===== src/rtl/fetch_pkg.sv =====
// fetch_pkg: shared types and constants for the fetch stage
package fetch_pkg;
    typedef enum logic [1:0] {PC_SEQ, PC_BRANCH, PC_JALR, PC_RSVD} pc_sel_e;
    typedef enum logic [1:0] {BOOT, RUN, FAULT} fetch_state_e;
    localparam logic [31:0] INSTR_BYTES = 32'd4;
endpackage


===== src/rtl/pc_next_gen.sv =====
// pc_next_gen: next-PC target selection and alignment check
module pc_next_gen
    import fetch_pkg::*;
(
    input  logic [31:0] pc,
    input  logic [1:0]  pc_sel,
    input  logic        branch_taken,
    input  logic [31:0] imm_ext,
    input  logic [31:0] alu_res,
    output logic [31:0] target,
    output logic        misaligned
);
    logic [31:0] seq;
    always_comb begin
        seq = pc + INSTR_BYTES;
        target = (pc_sel == PC_BRANCH) ? (branch_taken ? pc + imm_ext : seq) :
                 (pc_sel == PC_JALR)   ? (alu_res & ~32'h1) : seq;
        misaligned = |target[1:0];
    end
endmodule


===== src/rtl/pc_fetch_unit.sv =====
// pc_fetch_unit: PC register, fetch FSM, fault capture and retire counter
module pc_fetch_unit
    import fetch_pkg::*;
#(
    parameter logic [31:0] RESET_VECTOR = 32'h0000_0000,
    parameter int XLEN = 32
) (
    input  logic            clk,
    input  logic            rst,
    input  logic            stall,
    input  logic [1:0]      pc_sel,
    input  logic            branch_taken,
    input  logic [XLEN-1:0] imm_ext,
    input  logic [XLEN-1:0] alu_res,
    input  logic [XLEN-1:0] imem_rdata,
    output logic [XLEN-1:0] imem_addr,
    output logic [XLEN-1:0] pc,
    output logic [XLEN-1:0] pc_plus4,
    output logic [XLEN-1:0] inst,
    output logic [24:0]     inst_imm,
    output logic            inst_valid,
    output logic            fault,
    output logic [XLEN-1:0] fault_addr,
    output logic [XLEN-1:0] retired
);
    fetch_state_e state_q, state_d;
    logic [XLEN-1:0] pc_q, pc_d, fault_addr_q, fault_addr_d, retired_q, retired_d, target;
    logic fault_q, fault_d, misaligned, adv, trap;

    pc_next_gen u_next (
        .pc(pc_q), .pc_sel(pc_sel), .branch_taken(branch_taken), .imm_ext(imm_ext),
        .alu_res(alu_res), .target(target), .misaligned(misaligned)
    );

    always_comb begin
        adv = (state_q == RUN) && !stall;
        trap = adv && misaligned;
        state_d = (state_q == BOOT) ? RUN : trap ? FAULT : state_q;
        pc_d = (adv && !misaligned) ? target : pc_q;
        retired_d = (adv && !misaligned) ? retired_q + 1'b1 : retired_q;
        fault_d = fault_q | trap;
        fault_addr_d = trap ? target : fault_addr_q;
    end

    always_ff @(posedge clk) begin
        if (rst) begin
            state_q <= BOOT;
            pc_q <= RESET_VECTOR;
            retired_q <= '0;
            fault_q <= 1'b0;
            fault_addr_q <= '0;
        end else begin
            state_q <= state_d;
            pc_q <= pc_d;
            retired_q <= retired_d;
            fault_q <= fault_d;
            fault_addr_q <= fault_addr_d;
        end
    end

    assign pc = pc_q;
    assign imem_addr = pc_q;
    assign pc_plus4 = pc_q + INSTR_BYTES;
    assign inst = imem_rdata;
    assign inst_imm = imem_rdata[31:7];
    assign inst_valid = (state_q == RUN);
    assign fault = fault_q;
    assign fault_addr = fault_addr_q;
    assign retired = retired_q;
endmodule


===== config.mk =====
export PLATFORM = sky130hd
export DESIGN_NAME = pc_fetch_unit
export DESIGN_NICKNAME = d
export VERILOG_FILES = /design/src/rtl/fetch_pkg.sv /design/src/rtl/pc_next_gen.sv /design/src/rtl/pc_fetch_unit.sv
export SDC_FILE = /design/constraint.sdc
export NUM_CORES = 1
export LEC_CHECK = 0
export CORE_AREA = 2 2 152 154
export CTS_BUF_LIST = sky130_fd_sc_hd__clkbuf_8
export CTS_CLUSTER_DIAMETER = 60
export CTS_CLUSTER_SIZE = 12
export DETAILED_ROUTE_END_ITERATION = 12
export DIE_AREA = 0 0 154 156
export GPL_TIMING_DRIVEN = 0
export PLACE_DENSITY = 0.66
export SLEW_MARGIN = 20
export SYNTH_ARGS = -nofsm -noshare
export SYNTH_HDL_FRONTEND = slang
export SYNTH_SLANG_ARGS = --single-unit

===== constraint.sdc =====
create_clock -name clk -period 3.9 [get_ports clk]
set_input_delay 0.78 -clock clk [delete_from_list [all_inputs] [get_ports clk]]
set_output_delay 0.78 -clock clk [all_outputs]
set_load 0.02 [all_outputs]

**Word-level counts from Yosys, hierarchy flattened**

Cells that the tools add are included.
Widths: inputs -> output; s select.

- Flip-flop bits (word level): 99
- Latch bits: 0
- Bits in writable memories: 0
- Bits in read-only memories: 0
- Input port bits: 102
- Output and inout port bits: 219
- Logic and storage cells: 27
- Memories: 0

- $add $sub $neg: 3
- Multipliers: 0
- Divide/modulo/power cells: 0
- Order comparisons: 0
- Equality and inequality tests: 3
- Shift-type cells: 0
- Mux-type cells: 5
- Bitwise gates (word level): 1
- Reduce and logical (&&, ||, !) cells: 9

Operators by type and width:

| kind | count |
|---|---|
| $mux 32 | 3 |
| $add 32x1->32 const B | 1 |
| $add 32x3->32 const B | 1 |
| $add 32x32->32 | 1 |
| $eq 2x1->1 const B | 2 |
| $reduce_or 2->1 | 2 |
| $logic_and 1x1->1 | 3 |
| $eq 2x2->1 const B | 1 |
| $logic_not 1->1 | 2 |
| $logic_not 2->1 | 1 |
| $mux 1 | 2 |
| $reduce_bool 2->1 | 1 |
| $or 1x1->1 | 1 |

**Logic depth before layout (Yosys ltp)**

Gate-level depths: netlist of the first run.

- Word-level depth: 7
- Mapped depth: 10
- Mapped depth without buffers: 10

**Modules after synthesis**

From an unflattened synthesis of the first run, not the netlist that was laid out.

- Cell total of the unflattened synthesis: 1086
- Area total of the unflattened synthesis: 7982.7 um2

Modules (own cells, without submodules):

| module | instances | cells each | area each (um2) | seq. area each (um2) |
|---|---|---|---|---|
| pc_fetch_unit | 1 | 640 | 5039.8 | 1981.9 |
| pc_next_gen | 1 | 446 | 2942.8 | 0.0 |

**Worst setup path before layout of the first run**

Ideal clock, no wire load.

- Kind: input -> register
- From: input port imm_ext[0]
- To: register fault_addr_q[28], in the netlist fault_addr[28]
- Setup time: 143 ps
- Arrival time: 2897 ps
- Data required time: 3757 ps
- Path slack: 860 ps
- Stages: 10
- Path buffers: 0
- Path through: ha_1 fa_1 a211oi_1 o211ai_1 nand3_1 a31o_2 a21oi_1 and4_1 a2111oi_0 a311oi_1

- Word-level cells in the longest chain between the ends: 5

Ends and longest elaborated chain:

| what | RTL line | source |
|---|---|---|
| start, declared | pc_fetch_unit.sv:13 | `input logic [XLEN-1:0] imm_ext,` |
| $add 32x32->32 (*) | pc_next_gen.sv:16 | `target = (pc_sel == PC_BRANCH) ? (branch_taken ? pc + imm_ext : seq) :` |
| $mux 32 (*) (2 in series) | pc_next_gen.sv:16 |  |
| $reduce_or 2->1 | pc_next_gen.sv:18 | `misaligned = \|target[1:0];` |
| $logic_and 1x1->1 | pc_fetch_unit.sv:37 | `trap = adv && misaligned;` |
| end signal, assigned | pc_fetch_unit.sv:57 | `fault_addr_q <= fault_addr_d;` |
| end, declared | pc_fetch_unit.sv:27 | `logic [XLEN-1:0] pc_q, pc_d, fault_addr_q, fault_addr_d, retired_q, retired_d, target;` |

Every way passes the cells marked *; elsewhere a longest branch is shown, timed or not.
A chain may end at the register's enable or synchronous reset.

**Final worst setup path of the first run**

- From: register pc_q[5], in the netlist imem_addr[5]
- To: output port pc_plus4[18]

- Word-level cells in the longest chain between the ends: 1

Ends and longest elaborated chain:

| what | RTL line | source |
|---|---|---|
| start, declared | pc_fetch_unit.sv:27 |  |
| start signal, assigned | pc_fetch_unit.sv:54 | `pc_q <= pc_d;` |
| $add 32x3->32 | pc_fetch_unit.sv:63 | `assign pc_plus4 = pc_q + INSTR_BYTES;` |
| end, declared | pc_fetch_unit.sv:18 | `output logic [XLEN-1:0] pc_plus4,` |

Every way passes these cells.

==> results of run 1 <==
[final cells by class]
cell class              count  area share, %
flip-flops and latches     99           18.1
well taps                 285           3.25
multi-input cells         733           41.7
repair buffers            290           26.5
clock inverters             7          0.559
clock buffers               9           1.13
plain buffers             146           8.26
inverters                  15          0.513
[state kept, by name, indices dropped and copies added (netlist names)]
register	flops
retired	32
imem_addr	32
fault	1
fault_addr	32
state_q	2
[metal layers]
| metal | global-route usage [%] | part of all wire (%) | up-vias |
|---|---|---|---|
| met2 | 38.4 | 46 | 430 |
| met1 | 30.4 | 44 | 3905 |
| met4 | 8.77 | 3.1 | 0 |
| li1 | - | - | 4058 |
| met3 | 3.17 | 6.8 | 59 |
| met5 | 0 | 0 | - |
[synth_stat cells, types with 15 or more instances]
cell | instances | area share (%)
o211ai_1 | 15 | 1.5
xnor2_1 | 48 | 5.6
ha_1 | 33 | 5.5
xor2_1 | 22 | 2.6
dfxtp_1 | 99 | 27
a21o_1 | 17 | 1.7
nand4_1 | 24 | 2.0
buf_4 | 92 | 9.2
nand2_1 | 55 | 2.8
inv_1 | 15 | 0.75
nor3_1 | 30 | 2.0
a211oi_1 | 39 | 3.9
clkbuf_1 | 39 | 2.0
o21ai_0 | 44 | 2.9
nor2_1 | 156 | 7.8
nand3_1 | 43 | 2.9
a21oi_1 | 59 | 3.9
and3_1 | 23 | 1.9
[worst min-delay path, cell delays in order, from the launching register on]
cell and delay [ps]:
dfxtp_1 320, nor2_1 90, nor3_1 40
[repair_timing]
action	CTS	global route
endpoints found under the setup margin	17	17
gates resized for setup	5	11
setup buffers	2	2
cloned	0	0
pin swaps	1	1
[path summary, 6_finish.rpt]
| path | to | slack, ps |
|---|---|---|
| hold / removal | fault_addr[11]$_SDFFE_PP0P_ | 490 |
| setup / recovery | pc_plus4[18] | 70 |
| setup reg to reg | fault_addr[25]$_SDFFE_PP0P_ | 480 |
| hold reg to reg | fault_addr[11]$_SDFFE_PP0P_ | 490 |
[through the flow]
step	instances	instance area (sq um)
6_report	1584	11000
2_1_floorplan	993	7480
5_1_grt	1584	11000
4_1_cts	1582	10900
3_5_place_dp	1564	10700
3_3_place_gp	1564	10700
[power groups by stage]
stage,logic [mW],clock network (mW),registers [mW]
after floorplan,0.600,0,1.16
after global placement,1.09,0,1.15
after detailed placement,1.09,0,1.15
after CTS,1.10,0.658,1.12
after global routing,1.19,0.696,1.13
final,1.11,0.655,1.13
[logic make-up after synthesis]
group,after synthesis,synth area share (%)
xor gates and xnor gates,70,8.20
AOI/OAI and AO/OA,229,20.0
adders and majority gates,34,5.79
buffers and inverters,161,12.9
DFF,99,26.5
and+or+nand+nor,388,25.0
muxes,12,1.71
==> reports/results.ini, run 1 <==
[die]
io_pins=321
initial_utilization_pct=33.4
rows=55
die_x_um=154
design.die.area_sq_mm=0.0240
core-area_sq_mm=0.0224
fp.dieH_um=156

[timing]
fin_crit_sh_pct=98.3
skew_ps=11.8
setup_viol=0
layout_min_cycle_time_ps=3830
fin_setup_tns_ps=0
fmax_mhz=261
hold_slack_ps=494
finalMaxSlewViolations=0
hold_viol=0
slew_headroom_pct=53.9
fin_ws_ps=67.0
worst_pin_slew_ps=691

[synthesis]
syn-cell-area_sq_mm=0.00748
yosysWarnings=0
synthArstFlopShare_pct=0
syn_nets=1129
syn_area_per_cell_sq_um=7.53
ys_ff_latch=99
yosysUniqueCellTypes=62
synth_seq_area_share_pct=26.5
synth_cells=993
synth_flop_cell=dfxtp_1
synth_edf_count=0

[cts]
clk_latency_ps=380
cts.sinks=99
cts_tree=done
cts_buffers=9
ctsHoldBuffers=0
clk_pin_slew_worst_paths_ps=100
clock_path_buffers=2
htreeDepth=3
cts-root-buf=clkbuf_8

[cells_and_area]
multi_input_area_sq_mm=0.00457
n_antenna_cell=0
nNetsFinal=1430
final_cell_mix=clkdlybuf4s50_1 (286), nor2_1 (156), buf_4 (95), dfxtp_1 (92), a21oi_1 (59)
final_core_util_pct=49.1
syn2layout_area_growth_pct=46.8
num-fill-cells=2211
layout_commonest_cell=clkdlybuf4s50_1
regArea_sq_mm=0.00199
drive_gt1_share_pct=11.4

[critical_path]
critPathRequiredTime_ps=3120
rr_startpoint=imem_addr[17]$_SDFFE_PP0P_
crit_path_max_incr_delay_ps=700
critPathKind=reg2out
arrival_ps=3050
critPathBufInv=3
start_kind=flip-flop
critPathSlowestCell=clkdlybuf4s50_1
critPathTopFamily=buffers and inverters
cp-startpoint=imem_addr[5]$_SDFFE_PP0P_
path_cells=clkbuf_2 > nand4_1 > nor3_4 > buf_4 > nand3_1 > xnor2_1 > clkdlybuf4s50_1
crit_fanout=7
end_kind=primary output
r2r_cells=10
cp.depth=7

[power_and_ir_drop]
seq_power_share_pct=39.0
switching_share_pct=37.5
switchingPower_mw=1.08
p_per_area_mw_per_mm2=263
p_leak_nw=4.23
finalPower_mw=2.89
clkPwrFrac_pct=22.7
p_int_mw=1.81
power_frac_comb_pct=38.3
peakVddDrop_v=0.000140

[grt]
antenna_found_initial=0
grt_overflow=0
grt_max_degree=19
first_global_vias=7898
grtUsageTotal_pct=23.1
grt_pass1_wl_um=43800

[worst_hold_path]
min_path_type=reg2reg
min-delay-start=fault_addr[11]$_SDFFE_PP0P_
worstHoldPathCells=2

[routing]
drt_wl_total_um=29200
postRouteAntennaNets=0
drc=0
drt-initial-drc-count=543
routed_via_density=5.34
via_count=8452
routedWlPerCell_um=18.4
firstDrtPassIters=5

[flow_run]
maxCapViolations=0

[placed_design]
io_buffers=286
dp_slack_ps=-174
place_congestion=0.951
place_hpwl_um=23000

[run_status]
status=complete, no violations

Note: power is estimated with default switching activity, not from simulation.
==> inputs of run 2 (changes only) <==
CTS_CLUSTER_SIZE = default   (was 12)
==> results of run 2 <==
No change in the layout: final DEF, timing and power equal those of run 1.
==> RTL change 1: new RTL, settings of run 1 <==
Encoding of `fetch_state_e`: now one-hot (3 bits for 3 states).
--- a/src/rtl/fetch_pkg.sv
+++ b/src/rtl/fetch_pkg.sv
@@ -3,3 +3,3 @@
     typedef enum logic [1:0] {PC_SEQ, PC_BRANCH, PC_JALR, PC_RSVD} pc_sel_e;
-    typedef enum logic [1:0] {BOOT, RUN, FAULT} fetch_state_e;
+    typedef enum logic [2:0] {BOOT = 3'b001, RUN = 3'b010, FAULT = 3'b100} fetch_state_e;
     localparam logic [31:0] INSTR_BYTES = 32'd4;
Formal check against the unedited RTL: same outputs for any inputs over 10 cycles, from zero or initial values and one cycle with rst high; not proved beyond that.
==> RTL change 1 against run 1 <==
Sequential cell count increased by 1. Count of clock-buffer cells in the layout unchanged. Routed wire length increased by 5.4%. Total power decreased by 12%. Non-clock buffer count decreased by 3. First-iteration DRC count increased by 22%. Clock power increased by 3%. Area after synthesis increased by 2.7%. Final area increased by 1.4%. Die area unchanged. Synthesized cell count increased by 2.1%. Setup slack improved by 0.032 ns. Critical path type unchanged. Largest cell class unchanged.
==> RTL change 1: results (changes against run 1) <==
use_met3_pct: 4.36  # +1.2 points
grt_pass1_vias: 8193  # +3.7%
wl_met1_mm: 12.9  # +0.37%
clock_cell_area_share_pct: 1.72  # +0.033 points
netlist_top_cells_area: "dfxtp_1, buf_4, nor2_1"
viasPerCell: 5.43  # +1.8%
signal_buffers: 433  # -0.69%
hold-path-endpoint: "fault_addr[1]"
status: "finished clean"
grt_usage_pct: 24.6  # +1.6 points
ys_top_cells_by_count: "nor2_1, dfxtp_1, buf_4, nand2_1, o21ai_0"
gr-usage-met2_pct: 42.0  # +3.6 points
endpoint: "pc_plus4[23]"
cpPeakStageDelay_ns: 0.72  # +0.02 ns
rr_startpoint: "imem_addr[0]"
rrSetupSlack_ns: 0.52  # +0.04 ns
multi_input_area_share_pct: 42.4  # +0.73 points
holdWs_ns: 0.466  # -0.0282 ns
sh_seq_area_pct: 18.0  # -0.11 points
multiInputGateArea_um2: 4720  # +3.1%
grt_max_degree: 17  # -2
nMultiInputCombCells: 751  # +2.5%
crit_path_max_fanout: 6  # -1
wl_per_cell_um: 19.2  # +4.2%
cp_top_family: "simple AND/OR/NAND/NOR gates"
drtIter0Drc: 662  # +22%
clock_skew_ns: 0.0122  # +0.000387 ns
syn-num-nets: 1150  # +1.9%
num-nets-final: 1448  # +1.3%
n_all_inverters: 17  # +2
grt_pass1_wl_mm: 46.4  # +5.9%
drive_gt1_share_pct: 11.1  # -0.31 points
crit_path_start: "imem_addr[9]"
fillerInstances: 2202  # -0.41%
place_area_um2: 10900  # +1.9%
arrival_ns: 3.02  # -0.03 ns
synth.distinct_cells: 71  # +15%
ys_seq_area_share_pct: 26.1  # -0.44 points
gp_congestion: 0.915  # -3.8%
tightestPinTransition_ns: 0.855  # +0.163 ns
p_leak_nw: 4.39  # +3.8%
met1_usage_pct: 32.0  # +1.6 points
regToRegEndpoint: "fault_addr[24]"
wl_met3_mm: 2.75  # +39%
nonClkBufAreaFrac_pct: 34.1  # -0.67 points
[RTL change 1: cell families after synthesis]
| family | Yosys count | synth area share [%] |
|---|---|---|
| xor+xnor | 69 | 7.87 |
| mux | 18 | 2.51 |
| fa+ha+maj | 34 | 5.64 |
| flops | 100 | 26.1 |
| buf+inv | 163 | 12.8 |
| compound gates | 267 | 22.4 |
| simple gates | 363 | 22.8 |
[RTL change 1: repair_timing]
action / CTS / global route
resized for setup: 4 / 4
pin swaps: 1 / 0
buffers inserted: 2 / 0
setup endpoints to repair: 9 / 13
[RTL change 1: stage by stage]
| stage | setup slack (ns) | std cells |
|---|---|---|
| after floorplan | 0.783 | 1014 |
| after global placement | -0.234 | 1585 |
| after detailed placement | -0.249 | 1585 |
| after CTS | 0.0377 | 1602 |
| after global routing | 0.0213 | 1602 |
| final | 0.0994 | 1602 |
[RTL change 1: report_power, final]
part	internal, W	total (W)	switching [W]
clock	0.000296	0.000674	0.000378
sequential	0.00104	0.00108	0.0000397
combinational	0.000370	0.000795	0.000426
==> RTL change 2: new RTL, flow settings as in run 1 <==
Without the edit above. Make the reset (`rst`) asynchronous in one clocked block.
--- a/src/rtl/pc_fetch_unit.sv
+++ b/src/rtl/pc_fetch_unit.sv
@@ -44,3 +44,3 @@
 
-    always_ff @(posedge clk) begin
+    always_ff @(posedge clk or posedge rst) begin
         if (rst) begin
Behaviour: differs if rst is asserted again (counterexample within 4 cycles, from zero or initial values and one cycle with rst high); with rst held inactive, the same outputs for 10 cycles.
==> RTL change 2 against run 1 <==
Clock skew rose by 0.0019 ns. Fmax rose by 0.91%. Register-to-register slack improved by 0.09 ns. Global-route usage fell by 0.15 points. Setup slack improved by 0.035 ns. Area after synthesis rose by 3.6%. Die area did not move. Via count fell by 5.9%. Critical path depth fell by 2. Final area rose by 2.3%. Critical endpoint is now pc_plus4[31]. Sequential cell count did not move. Routed wire length fell by 3.0%. Highest routed layer unchanged.
Power is not compared: it rests on default switching activity, and its combinational part moved more than twofold at a synthesized area within 25%.
==> RTL change 2: results (changes against run 1) <==
status: "finished clean"
io_buffers: 285  # -0.35%
synth_compound_area_share_pct: 17.0  # -2.9 points
synthAdderAreaFrac_pct: 5.59  # -0.20 points
met1_usage_pct: 31.7  # +1.3 points
cpPeakStageDelay_ns: 0.68  # -0.02 ns
crit_path_max_fanout: 10  # +3
clk_pin_slew_ns: 0.12  # +0.02 ns
viasPerCell: 5.19  # -2.8%
wl_met2_mm: 13.0  # -4.0%
grt_pass1_vias: 7678  # -2.8%
grt_pass1_wl_mm: 43.1  # -1.5%
ys_top_cells_by_count: "nand2_1, dfrtp_1, buf_4, nor2_1, o21ai_0"
cts_setup_buffers: 1  # -1
wl_met1_mm: 12.9  # +0.84%
synth_xor_area_share_pct: 9.59  # +1.4 points
hold-path-endpoint: "state_q[0]"
gr-usage-met2_pct: 36.9  # -1.5 points
clock_latency_ns: 0.41  # +0.03 ns
drive_gt1_share_pct: 12.6  # +1.2 points
place_area_um2: 11000  # +2.7%
use_met3_pct: 3.86  # +0.69 points
ir_worst_vdd_mv: 0.423
cp_slowest_cell: "clkdlybuf4s50_1"
wl_met3_mm: 1.96  # -1.1%
ys_seq_area_share_pct: 32.0  # +5.5 points
cts_resized: 1  # -4
gp_congestion: 0.942  # -1.0%
num-nets-final: 1378  # -3.6%
hold_path_depth: 1  # -1
arrival_ns: 3.02  # -0.03 ns
grt_antenna_before_repair: 1  # +1
grt_usage_pct: 22.9  # -0.15 points
routed.top_layer: "met4"
routed_wl_mm: 28.3  # -3.0%
synth.distinct_cells: 70  # +13%
tightestPinTransition_ns: 0.863  # +0.171 ns
reg2reg_depth: 10  # unchanged
regToRegEndpoint: "fault_addr[28]"
hold_path_class: "flip-flop to flip-flop"
dp_hpwl_mm: 22.1  # -4.2%
synth-main-ff-cell: "dfrtp_1"
min-delay-start: "state_q[1]"
clock_skew_ns: 0.0137  # +0.00191 ns
p_per_area_nw_per_um2: 682
holdWs_ns: 0.477  # -0.0167 ns
grt_max_degree: 75  # +56
place_ws_ns: -0.0789  # +0.0949 ns
syn-num-nets: 1080  # -4.3%
netlist_top_cells_area: "dfrtp_1, buf_4, xnor2_1"
cp_top_family: "simple AND/OR/NAND/NOR gates"
instances_no_fill: 1533  # -3.2%
synth_mux_area_share_pct: 2.41  # +0.70 points
synthArstFlopShare_pct: 100  # +100 points
rr_startpoint: "imem_addr[0]"
syn_inst: 944  # -4.9%
rrSetupSlack_ns: 0.57  # +0.09 ns
drc: 0  # unchanged
drtIter0Drc: 522  # -3.9%
## RTL change 2: changes by cell type after synthesis, moves of 10 or more
cell      before  now
o211ai_1      15    4
nand2_1       55  120
nor3_1        30    9
a211oi_1      39    3
dfrtp_1        0   99
o21ai_0       44   79
xnor2_1       48   58
dfxtp_1       99    0
nor2_1       156   79
clkbuf_1      39   27
## RTL change 2: worst max path at each step
stage / from / to / slack [ns]
5_1_grt: imem_addr[7] / pc_plus4[31] / 0.003
4_1_cts: imem_addr[4] / pc_plus4[31] / 0.08
3_5_place_dp: imm_ext[0] / imem_addr[7] / -0.08
6_report: imem_addr[2] / pc_plus4[31] / 0.10
2_1_floorplan: rst / fault / 0.53
3_3_place_gp: rst / imem_addr[30] / -1.24
## RTL change 2: layout make-up
class                           count  area, um2
Buffer                            132        865
Timing Repair Buffer              287       2890
Tap cell                          285        357
Clock inverter                      7       88.8
Fill cell                        2162      11100
Antenna cell                        1       2.50
Multi-Input combinational cell    693       4340
Clock buffer                        9        124
Inverter                           20       80.1
Sequential cell                    99       2480
